<file path="config.mk">
export PLATFORM = sky130hd
export DESIGN_NAME = store_buffer
export DESIGN_NICKNAME = d
export VERILOG_FILES = /design/src/rtl/store_buffer.sv
export SDC_FILE = /design/constraint.sdc
export NUM_CORES = 1
export LEC_CHECK = 0
export CORE_UTILIZATION = 60
export CTS_CLUSTER_DIAMETER = 50
export DETAILED_ROUTE_END_ITERATION = 8
export PLACE_DENSITY_LB_ADDON = 0.12
export SLEW_MARGIN = 10
export SYNTH_ARGS = -nofsm -noshare
export SYNTH_HDL_FRONTEND = slang
export SYNTH_SLANG_ARGS = --single-unit
export TNS_END_PERCENT = 5
</file>
<file path="constraint.sdc">
create_clock -name clk_i -period 4.6 [get_ports clk_i]
set_input_delay 0.69 -clock clk_i [delete_from_list [all_inputs] [get_ports clk_i]]
set_output_delay 0.69 -clock clk_i [all_outputs]
set_load 0.005 [all_outputs]
</file>
<file path="src/rtl/store_buffer.sv">
// FIFO write buffer between the core store port and data memory. Drains one
// entry per ready cycle and forwards the youngest pending store to loads.
module store_buffer #(
   parameter int DEPTH  = 4,
   parameter int ADDR_W = 8,
   parameter int DATA_W = 32
) (
   input  logic                     clk_i,
   input  logic                     rst_i,
   input  logic                     st_valid_i,
   input  logic [ADDR_W-1:0]        st_addr_i,
   input  logic [DATA_W-1:0]        st_data_i,
   output logic                     st_ready_o,
   input  logic [ADDR_W-1:0]        ld_addr_i,
   output logic                     ld_hit_o,
   output logic [DATA_W-1:0]        ld_data_o,
   input  logic                     mem_ready_i,
   output logic                     mem_w_en_o,
   output logic [ADDR_W-1:0]        mem_addr_o,
   output logic [DATA_W-1:0]        mem_wr_data_o,
   output logic                     empty_o,
   output logic [$clog2(DEPTH):0]   count_o
);

   localparam int PTR_W = $clog2(DEPTH);
   localparam int CNT_W = PTR_W + 1;

   logic [ADDR_W-1:0] addr_q [DEPTH];
   logic [DATA_W-1:0] data_q [DEPTH];
   logic [PTR_W-1:0]  wr_ptr_q, wr_ptr_d;
   logic [PTR_W-1:0]  rd_ptr_q, rd_ptr_d;
   logic [CNT_W-1:0]  count_q, count_d;
   logic              push, pop;
   logic [PTR_W-1:0]  fwd_idx;

   assign st_ready_o = (count_q < CNT_W'(DEPTH));
   assign empty_o    = (count_q == '0);
   assign count_o    = count_q;
   assign mem_w_en_o = !empty_o;
   assign push       = st_valid_i && st_ready_o;
   assign pop        = mem_w_en_o && mem_ready_i;

   assign mem_addr_o    = empty_o ? '0 : addr_q[rd_ptr_q];
   assign mem_wr_data_o = empty_o ? '0 : data_q[rd_ptr_q];

   // Pointer widths equal log2(DEPTH), so the +1 wraps naturally.
   always_comb begin
      wr_ptr_d = wr_ptr_q;
      rd_ptr_d = rd_ptr_q;
      count_d  = count_q;
      if (push) wr_ptr_d = wr_ptr_q + 1'b1;
      if (pop)  rd_ptr_d = rd_ptr_q + 1'b1;
      case ({push, pop})
         2'b10:   count_d = count_q + 1'b1;
         2'b01:   count_d = count_q - 1'b1;
         default: count_d = count_q;
      endcase
   end

   always_ff @(posedge clk_i) begin
      if (rst_i) begin
         wr_ptr_q <= '0;
         rd_ptr_q <= '0;
         count_q  <= '0;
      end else begin
         wr_ptr_q <= wr_ptr_d;
         rd_ptr_q <= rd_ptr_d;
         count_q  <= count_d;
      end
   end

   // Entry storage needs no reset: occupancy is governed by count_q alone.
   always_ff @(posedge clk_i) begin
      if (!rst_i && push) begin
         addr_q[wr_ptr_q] <= st_addr_i;
         data_q[wr_ptr_q] <= st_data_i;
      end
   end

   // Scan oldest to youngest so the last match (youngest) wins.
   always_comb begin
      ld_hit_o  = 1'b0;
      ld_data_o = '0;
      fwd_idx   = '0;
      for (int i = 0; i < DEPTH; i++) begin
         fwd_idx = rd_ptr_q + PTR_W'(i);
         if ((CNT_W'(i) < count_q) && (addr_q[fwd_idx] == ld_addr_i)) begin
            ld_hit_o  = 1'b1;
            ld_data_o = data_q[fwd_idx];
         end
      end
   end

endmodule
</file>
==> metrics.txt, run 1 <==
# TYPE chip_impl_metric gauge
chip_impl_metric{name="pint",unit="W"} 0.004124
chip_impl_metric{name="syn2layout_area_growth",unit="%"} 19.32
chip_impl_metric{name="cp.arrival",unit="ns"} 3.72
chip_impl_metric{name="finalWeightedCongestion",unit=""} 0.8270
chip_impl_metric{name="synth.yosys.seq_area_share",unit="%"} 45.24
chip_impl_info{name="synth.largest_area_cell",value="sky130_fd_sc_hd__edfxtp_1"} 1
chip_impl_metric{name="initial_core_util",unit="%"} 61.34
chip_impl_metric{name="clk-insertion-delay-late",unit="ns"} 0.42
chip_impl_info{name="ys_top_cells_by_count",value="sky130_fd_sc_hd__edfxtp_1 (160), sky130_fd_sc_hd__mux4_2 (160), sky130_fd_sc_hd__nand2_1 (84), sky130_fd_sc_hd__nor2b_1 (42), sky130_fd_sc_hd__clkbuf_1 (30)"} 1
chip_impl_metric{name="max-clock-path-buffers",unit=""} 2
chip_impl_metric{name="critical_path_required",unit="ns"} 3.91
chip_impl_metric{name="num-nets-final",unit=""} 911
chip_impl_metric{name="cell_count_after_synthesis",unit=""} 745
chip_impl_info{name="synth.top_cells.by_area",value="sky130_fd_sc_hd__edfxtp_1 (44%), sky130_fd_sc_hd__mux4_2 (33%), sky130_fd_sc_hd__nand2_1 (2.9%)"} 1
chip_impl_info{name="holdCritStartpoint",value="wr_ptr_q[0]$_SDFFE_PP0P_"} 1
chip_impl_metric{name="top_cell_type_s_share_of_synthesized_area",unit="%"} 43.61
chip_impl_metric{name="clock_sink_count",unit=""} 169
chip_impl_metric{name="grt_max_degree",unit=""} 66
chip_impl_metric{name="tritoncts.num_buffers",unit=""} 17
chip_impl_metric{name="global_routing_met2_resource_utilization",unit="%"} 51.12
chip_impl_metric{name="port_buffers",unit=""} 130
chip_impl_metric{name="synth_nets",unit=""} 806
chip_impl_metric{name="core_utilization_of_the_finished_layout",unit="%"} 73.18
chip_impl_metric{name="detail_route.first_pass.iterations",unit=""} 5
chip_impl_metric{name="max_capacitance_violation_total",unit=""} 0
chip_impl_metric{name="drt_drc_violations_left",unit=""} 0
chip_impl_metric{name="gr-usage-all-layers",unit="%"} 29.40
chip_impl_metric{name="yosys_warnings",unit=""} 0
chip_impl_metric{name="critical_path_peak_fanout",unit=""} 16
chip_impl_metric{name="fin_crit_period",unit="ns"} 4.411
chip_impl_metric{name="switching_share",unit="%"} 31.63
chip_impl_metric{name="netlist_area_before_placement",unit="mm²"} 0.01102
chip_impl_metric{name="clk_transition_reported_paths",unit="ns"} 0.06
chip_impl_metric{name="timing.final.max_slew_violations",unit=""} 0
chip_impl_metric{name="yosys_register_bits",unit=""} 169
chip_impl_metric{name="die_wd",unit="µm"} 137.5
chip_impl_metric{name="groute.layer.met1.usage",unit="%"} 37.95
chip_impl_metric{name="worst_ir_drop_vdd",unit="V"} 0.0003643
chip_impl_metric{name="share_clk_of_total_power",unit="%"} 23.6
chip_impl_info{name="cp-endpoint",value="ld_data_o[22]"} 1
chip_impl_metric{name="power_density",unit="mW/mm²"} 458.8
chip_impl_metric{name="setup_skew_after_layout",unit="ns"} 0.004487
chip_impl_metric{name="die_area",unit="mm²"} 0.01891
chip_impl_metric{name="overflow",unit=""} 0
chip_impl_metric{name="share_of_the_cycle_needed_by_the_critical_path_after_routing",unit="%"} 95.88
chip_impl_info{name="gr-max-usage-layer",value="met2"} 1
chip_impl_metric{name="io_pins",unit=""} 131
chip_impl_metric{name="hold_violations",unit=""} 0
chip_impl_info{name="r2r_start",value="count_o[0]$_SDFFE_PP0P_"} 1
chip_impl_info{name="dominantRegCellSynth",value="sky130_fd_sc_hd__edfxtp_1"} 1
chip_impl_metric{name="std_cell_rows",unit=""} 49
chip_impl_metric{name="fin_tns_setup",unit="ns"} 0
chip_impl_metric{name="max_slew_margin",unit="%"} 32.53
chip_impl_metric{name="routed_wl",unit="mm"} 27.00
chip_impl_metric{name="setup_viol",unit=""} 0
chip_impl_metric{name="drive_above_1_share",unit="%"} 27.00
chip_impl_metric{name="synth_async_sr_flop_share",unit="%"} 0
chip_impl_metric{name="maximum_clock_frequency",unit="GHz"} 0.2267
chip_impl_info{name="outcome",value="complete, no violations"} 1
chip_impl_metric{name="design.core.area",unit="mm²"} 0.01796
chip_impl_metric{name="synth_cell_types",unit=""} 37
chip_impl_metric{name="routed_wl_per_cell",unit="µm"} 24.70
chip_impl_metric{name="synth_enable_flop_cells",unit=""} 160
chip_impl_metric{name="worstMarginPinSlew",unit="ns"} 1.006
chip_impl_metric{name="static-leakage-power",unit="nW"} 4.029
chip_impl_metric{name="number_of_h_tree_branching_levels",unit=""} 4
chip_impl_info{name="cts.root.buffer_cell",value="sky130_fd_sc_hd__clkbuf_16"} 1
chip_impl_info{name="timing.critical_path.to_type",value="primary output"} 1
chip_impl_metric{name="synth.avg_cell_area",unit="µm²"} 14.79
chip_impl_metric{name="detailroute.via_count",unit=""} 7603
chip_impl_metric{name="sequentialPowerShare",unit="%"} 32.7
chip_impl_metric{name="r2r_slack",unit="ns"} 1.17
chip_impl_info{name="critical_path.startpoint_type",value="flip-flop"} 1
chip_impl_metric{name="grt_pass1_wl",unit="mm"} 40.40
chip_impl_info{name="rsz0062_at_grt",value="no"} 1
chip_impl_info{name="worstReg2RegEnd",value="count_o[2]$_SDFFE_PP0P_"} 1
chip_impl_metric{name="ant_nets",unit=""} 0
chip_impl_metric{name="antenna_violations_before_repair",unit=""} 1
chip_impl_info{name="tritoncts",value="built"} 1
chip_impl_metric{name="die_y",unit="µm"} 137.5
chip_impl_info{name="critical_path_type",value="flip-flop to primary output"} 1
chip_impl_metric{name="switchingPower",unit="W"} 0.001908
chip_impl_metric{name="num-fill-cells",unit=""} 1129
chip_impl_metric{name="dr_vias_cell",unit=""} 6.956
chip_impl_metric{name="groute.layer.met3.usage",unit="%"} 5.040
chip_impl_info{name="hold_class",value="flip-flop to flip-flop"} 1
chip_impl_metric{name="worst-r2r-cell-count",unit=""} 9
chip_impl_metric{name="combPwrFrac",unit="%"} 43.7
chip_impl_metric{name="number_of_global_route_vias_before_repair",unit=""} 7448
chip_impl_metric{name="dr.first_iter.drc_count",unit=""} 626
chip_impl_metric{name="post_cts_hold_buffer_count",unit=""} 0
chip_impl_metric{name="dpl_hpwl",unit="mm"} 17.04
## sequential cells by signal (all words and copies together), names as in the netlist, named ones only
name	cells
count_o	3
data_q	128
wr_ptr_q	2
rd_ptr_q	2
addr_q	32
## final cells by class
cell class              instances  area (µm²)  share of cell area, %
multi-input cells             499        5682                  43.22
flip-flops and latches        169        4997                  38.01
repair buffers                155        1550                  11.79
clock buffers                  20       456.7                  3.474
well taps                     229       286.5                  2.179
clock inverters                12       141.4                  1.075
inverters                       8       30.03                 0.2284
diodes                          1       2.502                0.01903
## repair_timing
action / in CTS / in global routing
endpoints found under the hold margin: 0 / 0
setup endpoints to repair: 0 / 32
buffers inserted: 0 / 2
resized for setup: 0 / 2
## worst min path at each step
| stage | end | cells after the start | slack [ns] |
|---|---|---|---|
| 2_1_floorplan | wr_ptr_q[0]$_SDFFE_PP0P_ | 2 | 0.54 |
| 3_3_place_gp | wr_ptr_q[0]$_SDFFE_PP0P_ | 2 | 0.55 |
| 3_5_place_dp | wr_ptr_q[0]$_SDFFE_PP0P_ | 2 | 0.58 |
| 4_1_cts | wr_ptr_q[0]$_SDFFE_PP0P_ | 2 | 0.59 |
| 5_1_grt | wr_ptr_q[0]$_SDFFE_PP0P_ | 2 | 0.65 |
| 6_report | wr_ptr_q[0]$_SDFFE_PP0P_ | 2 | 0.60 |
## per-stage QoR
stage          hold slack, ns  worst slack [ns]  cells  total power (W)  area [µm²]
2_1_floorplan          0.5382             1.485    745         0.003708       11020
3_3_place_gp           0.5541            0.5213   1058         0.004540       12510
6_report               0.5966            0.1894   1093         0.006032       13150
3_5_place_dp           0.5753            0.4933   1058         0.004606       12510
4_1_cts                0.5928           0.01836   1090         0.006035       13110
5_1_grt                0.6462           0.04378   1092         0.006301       13140
## cell families (layout without fill, tap and decap cells)
logic type      Yosys count  in the layout  share of synthesized area [%]
flops                   169            169                          45.24
compound gates           73             73                          4.088
other cells               0              1                              0
buf+inv                  77            195                          3.361
fa+ha+maj                 9              9                          1.022
simple gates            219            219                          10.48
mux                     161            161                          32.80
xor+xnor                 37             37                          3.009
## cell usage in the layout (no fill, tap or decap), types with 17 or more instances in the layout
cell type / n
sky130_fd_sc_hd__edfxtp_1: 160
sky130_fd_sc_hd__xnor2_1: 26
sky130_fd_sc_hd__a21oi_1: 21
sky130_fd_sc_hd__nand2_1: 84
sky130_fd_sc_hd__mux4_2: 160
sky130_fd_sc_hd__clkdlybuf4s50_1: 130
sky130_fd_sc_hd__clkbuf_16: 17
sky130_fd_sc_hd__nor2b_1: 42
sky130_fd_sc_hd__nor2_1: 26
sky130_fd_sc_hd__buf_4: 19
## power by group through the flow
stage	registers, W	clock network (W)	logic [W]
global route	0.00200	0.00149	0.00281
detailed placement	0.00203	0	0.00257
finish	0.00197	0.00142	0.00264
CTS	0.00200	0.00144	0.00260
floorplan	0.00188	0	0.00182
global placement	0.00202	0	0.00252
## worst max-delay path, stage by stage (launching register included)
cell and delay (ns):
sky130_fd_sc_hd__dfxtp_4 0.57, sky130_fd_sc_hd__mux4_2 0.59, sky130_fd_sc_hd__xnor2_1 0.18, sky130_fd_sc_hd__nand4_1 0.19, sky130_fd_sc_hd__or2_2 0.52, sky130_fd_sc_hd__nor3_1 0.25
sky130_fd_sc_hd__o21ai_1 0.11, sky130_fd_sc_hd__a31oi_1 0.31, sky130_fd_sc_hd__clkdlybuf4s50_1 0.56
## metal layers
layer,vias up,routed length (µm)
li1,3220,-
met2,434,14230
met1,3898,10070
met4,0,485
met3,51,2215
met5,-,0
Note: power is estimated with default switching activity, not from simulation.
==> run 2: changes to the inputs <==
--- a/config.mk
+++ b/config.mk
@@ -9,7 +9,6 @@
 export CTS_CLUSTER_DIAMETER = 50
 export DETAILED_ROUTE_END_ITERATION = 8
 export PLACE_DENSITY_LB_ADDON = 0.12
-export SLEW_MARGIN = 10
 export SYNTH_ARGS = -nofsm -noshare
 export SYNTH_HDL_FRONTEND = slang
 export SYNTH_SLANG_ARGS = --single-unit
==> results of run 2 <==
Final layout, timing and power as in run 1 (identical DEF).
==> run 3: changes to the inputs <==
--- a/config.mk
+++ b/config.mk
@@ -8,7 +8,7 @@
 export CORE_UTILIZATION = 60
 export CTS_CLUSTER_DIAMETER = 50
 export DETAILED_ROUTE_END_ITERATION = 8
-export PLACE_DENSITY_LB_ADDON = 0.12
+export PLACE_DENSITY = 0.89
 export SYNTH_ARGS = -nofsm -noshare
 export SYNTH_HDL_FRONTEND = slang
 export SYNTH_SLANG_ARGS = --single-unit
==> metrics.txt, run 3 (synthesized netlist as in run 1, its figures left out) <==
# TYPE chip_impl_metric gauge
chip_impl_metric{name="antenna_violations_before_repair",unit=""} 0
chip_impl_metric{name="detailroute.via_count",unit=""} 8035
chip_impl_metric{name="dpl_hpwl",unit="mm"} 18.34
chip_impl_info{name="dr.max_layer_used",value="met4"} 1
chip_impl_metric{name="met3RoutedLength",unit="mm"} 3.196
chip_impl_metric{name="routed_wl",unit="mm"} 29.51
chip_impl_metric{name="met2_wirelength",unit="mm"} 14.94
chip_impl_metric{name="max_slew_margin",unit="%"} 48.00
chip_impl_metric{name="gr-usage-all-layers",unit="%"} 32.44
chip_impl_metric{name="cp.arrival",unit="ns"} 3.79
chip_impl_metric{name="max_capacitance_violation_total",unit=""} 0
chip_impl_info{name="critical_path.top_delay_family",value="buffers and inverters"} 1
chip_impl_metric{name="port_buffers",unit=""} 130
chip_impl_metric{name="sequentialPowerShare",unit="%"} 32.3
chip_impl_metric{name="setup_viol",unit=""} 0
chip_impl_metric{name="multi_input_comb_area",unit="mm²"} 0.005682
chip_impl_metric{name="pint",unit="W"} 0.004085
chip_impl_metric{name="switchingPower",unit="W"} 0.001964
chip_impl_metric{name="grt_pass1_wl",unit="mm"} 44.59
chip_impl_metric{name="drive_above_1_share",unit="%"} 27.07
chip_impl_metric{name="static-leakage-power",unit="nW"} 4.031
chip_impl_metric{name="final_cells",unit=""} 1098
chip_impl_metric{name="die_wd",unit="µm"} 137.5
chip_impl_metric{name="die_y",unit="µm"} 137.5
chip_impl_metric{name="die_area",unit="mm²"} 0.01891
chip_impl_metric{name="core_utilization_of_the_finished_layout",unit="%"} 73.03
chip_impl_info{name="path_cells",value="buf_8 -> mux4_2 -> xnor2_2 -> nand2_2 -> nor4_4 -> buf_4 -> and2_1 -> o21ai_0 -> a31oi_1 -> clkdlybuf4s50_1"} 1
chip_impl_metric{name="combPwrFrac",unit="%"} 45.1
chip_impl_metric{name="timing.final.max_slew_violations",unit=""} 0
chip_impl_info{name="hold_class",value="flip-flop to flip-flop"} 1
chip_impl_metric{name="hold_violations",unit=""} 0
chip_impl_metric{name="area.sequential",unit="mm²"} 0.004997
chip_impl_metric{name="num-nets-final",unit=""} 916
chip_impl_metric{name="dr.first_iter.drc_count",unit=""} 1037
chip_impl_metric{name="num-fill-cells",unit=""} 1069
chip_impl_metric{name="critical_path_required",unit="ns"} 3.91
chip_impl_metric{name="share_of_the_cycle_needed_by_the_critical_path_after_routing",unit="%"} 97.38
chip_impl_metric{name="worstMarginPinSlew",unit="ns"} 0.7800
chip_impl_metric{name="fin_crit_period",unit="ns"} 4.479
chip_impl_metric{name="largest_reg_flops",unit=""} 128
chip_impl_metric{name="worst-r2r-cell-count",unit=""} 9
chip_impl_info{name="critical_path.startpoint_type",value="flip-flop"} 1
chip_impl_metric{name="clk-insertion-delay-late",unit="ns"} 0.43
chip_impl_metric{name="number_of_h_tree_branching_levels",unit=""} 4
chip_impl_info{name="worstReg2RegEnd",value="count_o[2]$_SDFFE_PP0P_"} 1
chip_impl_metric{name="total_power",unit="W"} 0.006049
chip_impl_info{name="cts.root.buffer_cell",value="sky130_fd_sc_hd__clkbuf_16"} 1
chip_impl_metric{name="std_cell_rows",unit=""} 49
chip_impl_metric{name="layout.cell_area.non_filler",unit="mm²"} 0.01312
chip_impl_metric{name="place.detailed.instances",unit=""} 1060
chip_impl_metric{name="timing.critical_path.buf_inv",unit=""} 3
chip_impl_metric{name="number_of_global_route_vias_before_repair",unit=""} 8151
chip_impl_info{name="critical_path_type",value="flip-flop to primary output"} 1
chip_impl_metric{name="critical_path_peak_fanout",unit=""} 16
chip_impl_metric{name="maximum_clock_frequency",unit="GHz"} 0.2232
chip_impl_metric{name="overflow",unit=""} 0
chip_impl_info{name="rsz0062_at_grt",value="no"} 1
chip_impl_metric{name="r2r_slack",unit="ns"} 1.68
chip_impl_metric{name="setup_skew_after_layout",unit="ns"} 0.007138
chip_impl_metric{name="syn2layout_area_growth",unit="%"} 19.07
chip_impl_metric{name="placed_area",unit="mm²"} 0.01251
chip_impl_metric{name="grt_max_degree",unit=""} 50
chip_impl_info{name="tritoncts",value="built"} 1
chip_impl_metric{name="clk_transition_reported_paths",unit="ns"} 0.06
chip_impl_info{name="r2r_start",value="count_o[0]$_SDFFE_PP0P_"} 1
chip_impl_metric{name="max-clock-path-buffers",unit=""} 2
chip_impl_metric{name="fin_tns_setup",unit="ns"} 0
chip_impl_metric{name="worst_ir_drop_vdd",unit="V"} 0.0004031
chip_impl_info{name="holdCritStartpoint",value="wr_ptr_q[0]$_SDFFE_PP0P_"} 1
chip_impl_metric{name="routed_wl_per_cell",unit="µm"} 26.88
chip_impl_metric{name="tritoncts.num_buffers",unit=""} 17
chip_impl_info{name="crit_path_top_delay_cell",value="sky130_fd_sc_hd__clkdlybuf4s50_1"} 1
chip_impl_metric{name="initial_core_util",unit="%"} 61.34
chip_impl_info{name="outcome",value="complete, no violations"} 1
chip_impl_metric{name="switching_share",unit="%"} 32.47
chip_impl_metric{name="finalWeightedCongestion",unit=""} 0.8595
chip_impl_metric{name="wirelength_met1",unit="mm"} 10.11
chip_impl_metric{name="design.core.area",unit="mm²"} 0.01796
chip_impl_metric{name="hold_depth",unit=""} 2
chip_impl_metric{name="drt_drc_violations_left",unit=""} 0
chip_impl_metric{name="max_stage_delay",unit="ns"} 0.59
chip_impl_metric{name="io_pins",unit=""} 131
chip_impl_info{name="worstHoldEndpoint",value="wr_ptr_q[0]$_SDFFE_PP0P_"} 1
chip_impl_metric{name="detail_route.first_pass.iterations",unit=""} 8
chip_impl_info{name="timing.critical_path.to_type",value="primary output"} 1
chip_impl_metric{name="dr_vias_cell",unit=""} 7.318
chip_impl_metric{name="clock_sink_count",unit=""} 169
chip_impl_metric{name="share_clk_of_total_power",unit="%"} 22.5
chip_impl_info{name="layout_common_cells",value="sky130_fd_sc_hd__mux4_2 (160), sky130_fd_sc_hd__edfxtp_1 (160), sky130_fd_sc_hd__clkdlybuf4s50_1 (130)"} 1
chip_impl_metric{name="ant_nets",unit=""} 0
chip_impl_info{name="max_flop_register",value="data_q"} 1
chip_impl_metric{name="power_density",unit="mW/mm²"} 461.1
==> run 3: changes by cell type in the layout (fill, tap and decap cells not counted) <==
| cell | before | now |
|---|---|---|
| sky130_fd_sc_hd__clkbuf_16 | 17 | 19 |
| sky130_fd_sc_hd__clkinv_4 | 3 | 0 |
| sky130_fd_sc_hd__clkbuf_1 | 1 | 4 |
| sky130_fd_sc_hd__buf_12 | 4 | 2 |
| sky130_fd_sc_hd__buf_4 | 19 | 26 |
| sky130_fd_sc_hd__bufinv_16 | 2 | 0 |
| sky130_fd_sc_hd__inv_6 | 4 | 0 |
| sky130_fd_sc_hd__clkinv_2 | 1 | 5 |
==> run 3: through the flow <==
stage	setup WS [ns]	hold slack, ns
after detailed placement	0.4517	0.5857
after CTS	0.03305	0.6038
after global routing	0.01675	0.6497
final	0.1206	0.6081
after global placement	0.5245	0.5561
after floorplan	1.485	0.5382
==> run 3: timing repair <==
action                                  CTS  global route
hold buffers                              0             0
buffers inserted                          1             4
resized for setup                         0             1
endpoints found under the setup margin    1            22
==> run 3: power by group through the flow <==
stage	registers, W	logic [W]	clock network, W
2_1_floorplan	0.00188	0.00182	0
3_3_place_gp	0.00201	0.00255	0
3_5_place_dp	0.00204	0.00262	0
4_1_cts	0.00199	0.00268	0.00136
5_1_grt	0.00197	0.00291	0.00142
6_report	0.00196	0.00273	0.00136
==> run 3: metal layers <==
metal	global-route usage [%]	vias up
li1	-	3222
met5	0	-
met1	41.15	4046
met4	16.42	0
met3	8.278	124
met2	52.07	643
==> run 3: cell type report <==
class	count	share of cell area, %
Sequential cell	169	38.09
Clock inverter	7	0.3052
Tap cell	229	2.184
Inverter	8	0.2289
Antenna cell	1	0.01907
Multi-Input combinational cell	499	43.31
Clock buffer	25	3.949
Timing Repair Buffer	160	11.91
==> run 3: how the worst max path moves through the flow <==
stage | from | endpoint | cells after the start | slack [ns]
after floorplan | rd_ptr_q[1]$_SDFFE_PP0P_ | ld_data_o[13] | 10 | 1.48
after global placement | ld_addr_i[3] | ld_data_o[23] | 7 | 0.52
after detailed placement | ld_addr_i[2] | ld_data_o[1] | 8 | 0.45
after CTS | rd_ptr_q[1]$_SDFFE_PP0P_ | ld_data_o[8] | 8 | 0.03
after global routing | rd_ptr_q[0]$_SDFFE_PP0P_ | ld_data_o[8] | 9 | 0.02
final | rd_ptr_q[0]$_SDFFE_PP0P_ | ld_data_o[1] | 10 | 0.12
==> run 3: worst register-to-register path: cells and delay by family (launching register included) <==
kind | cells | cell delay, ns
buf+inv | 3 | 0.83
simple gates | 3 | 0.75
flops | 1 | 0.53
compound gates | 1 | 0.16
fa+ha+maj | 2 | 0.58
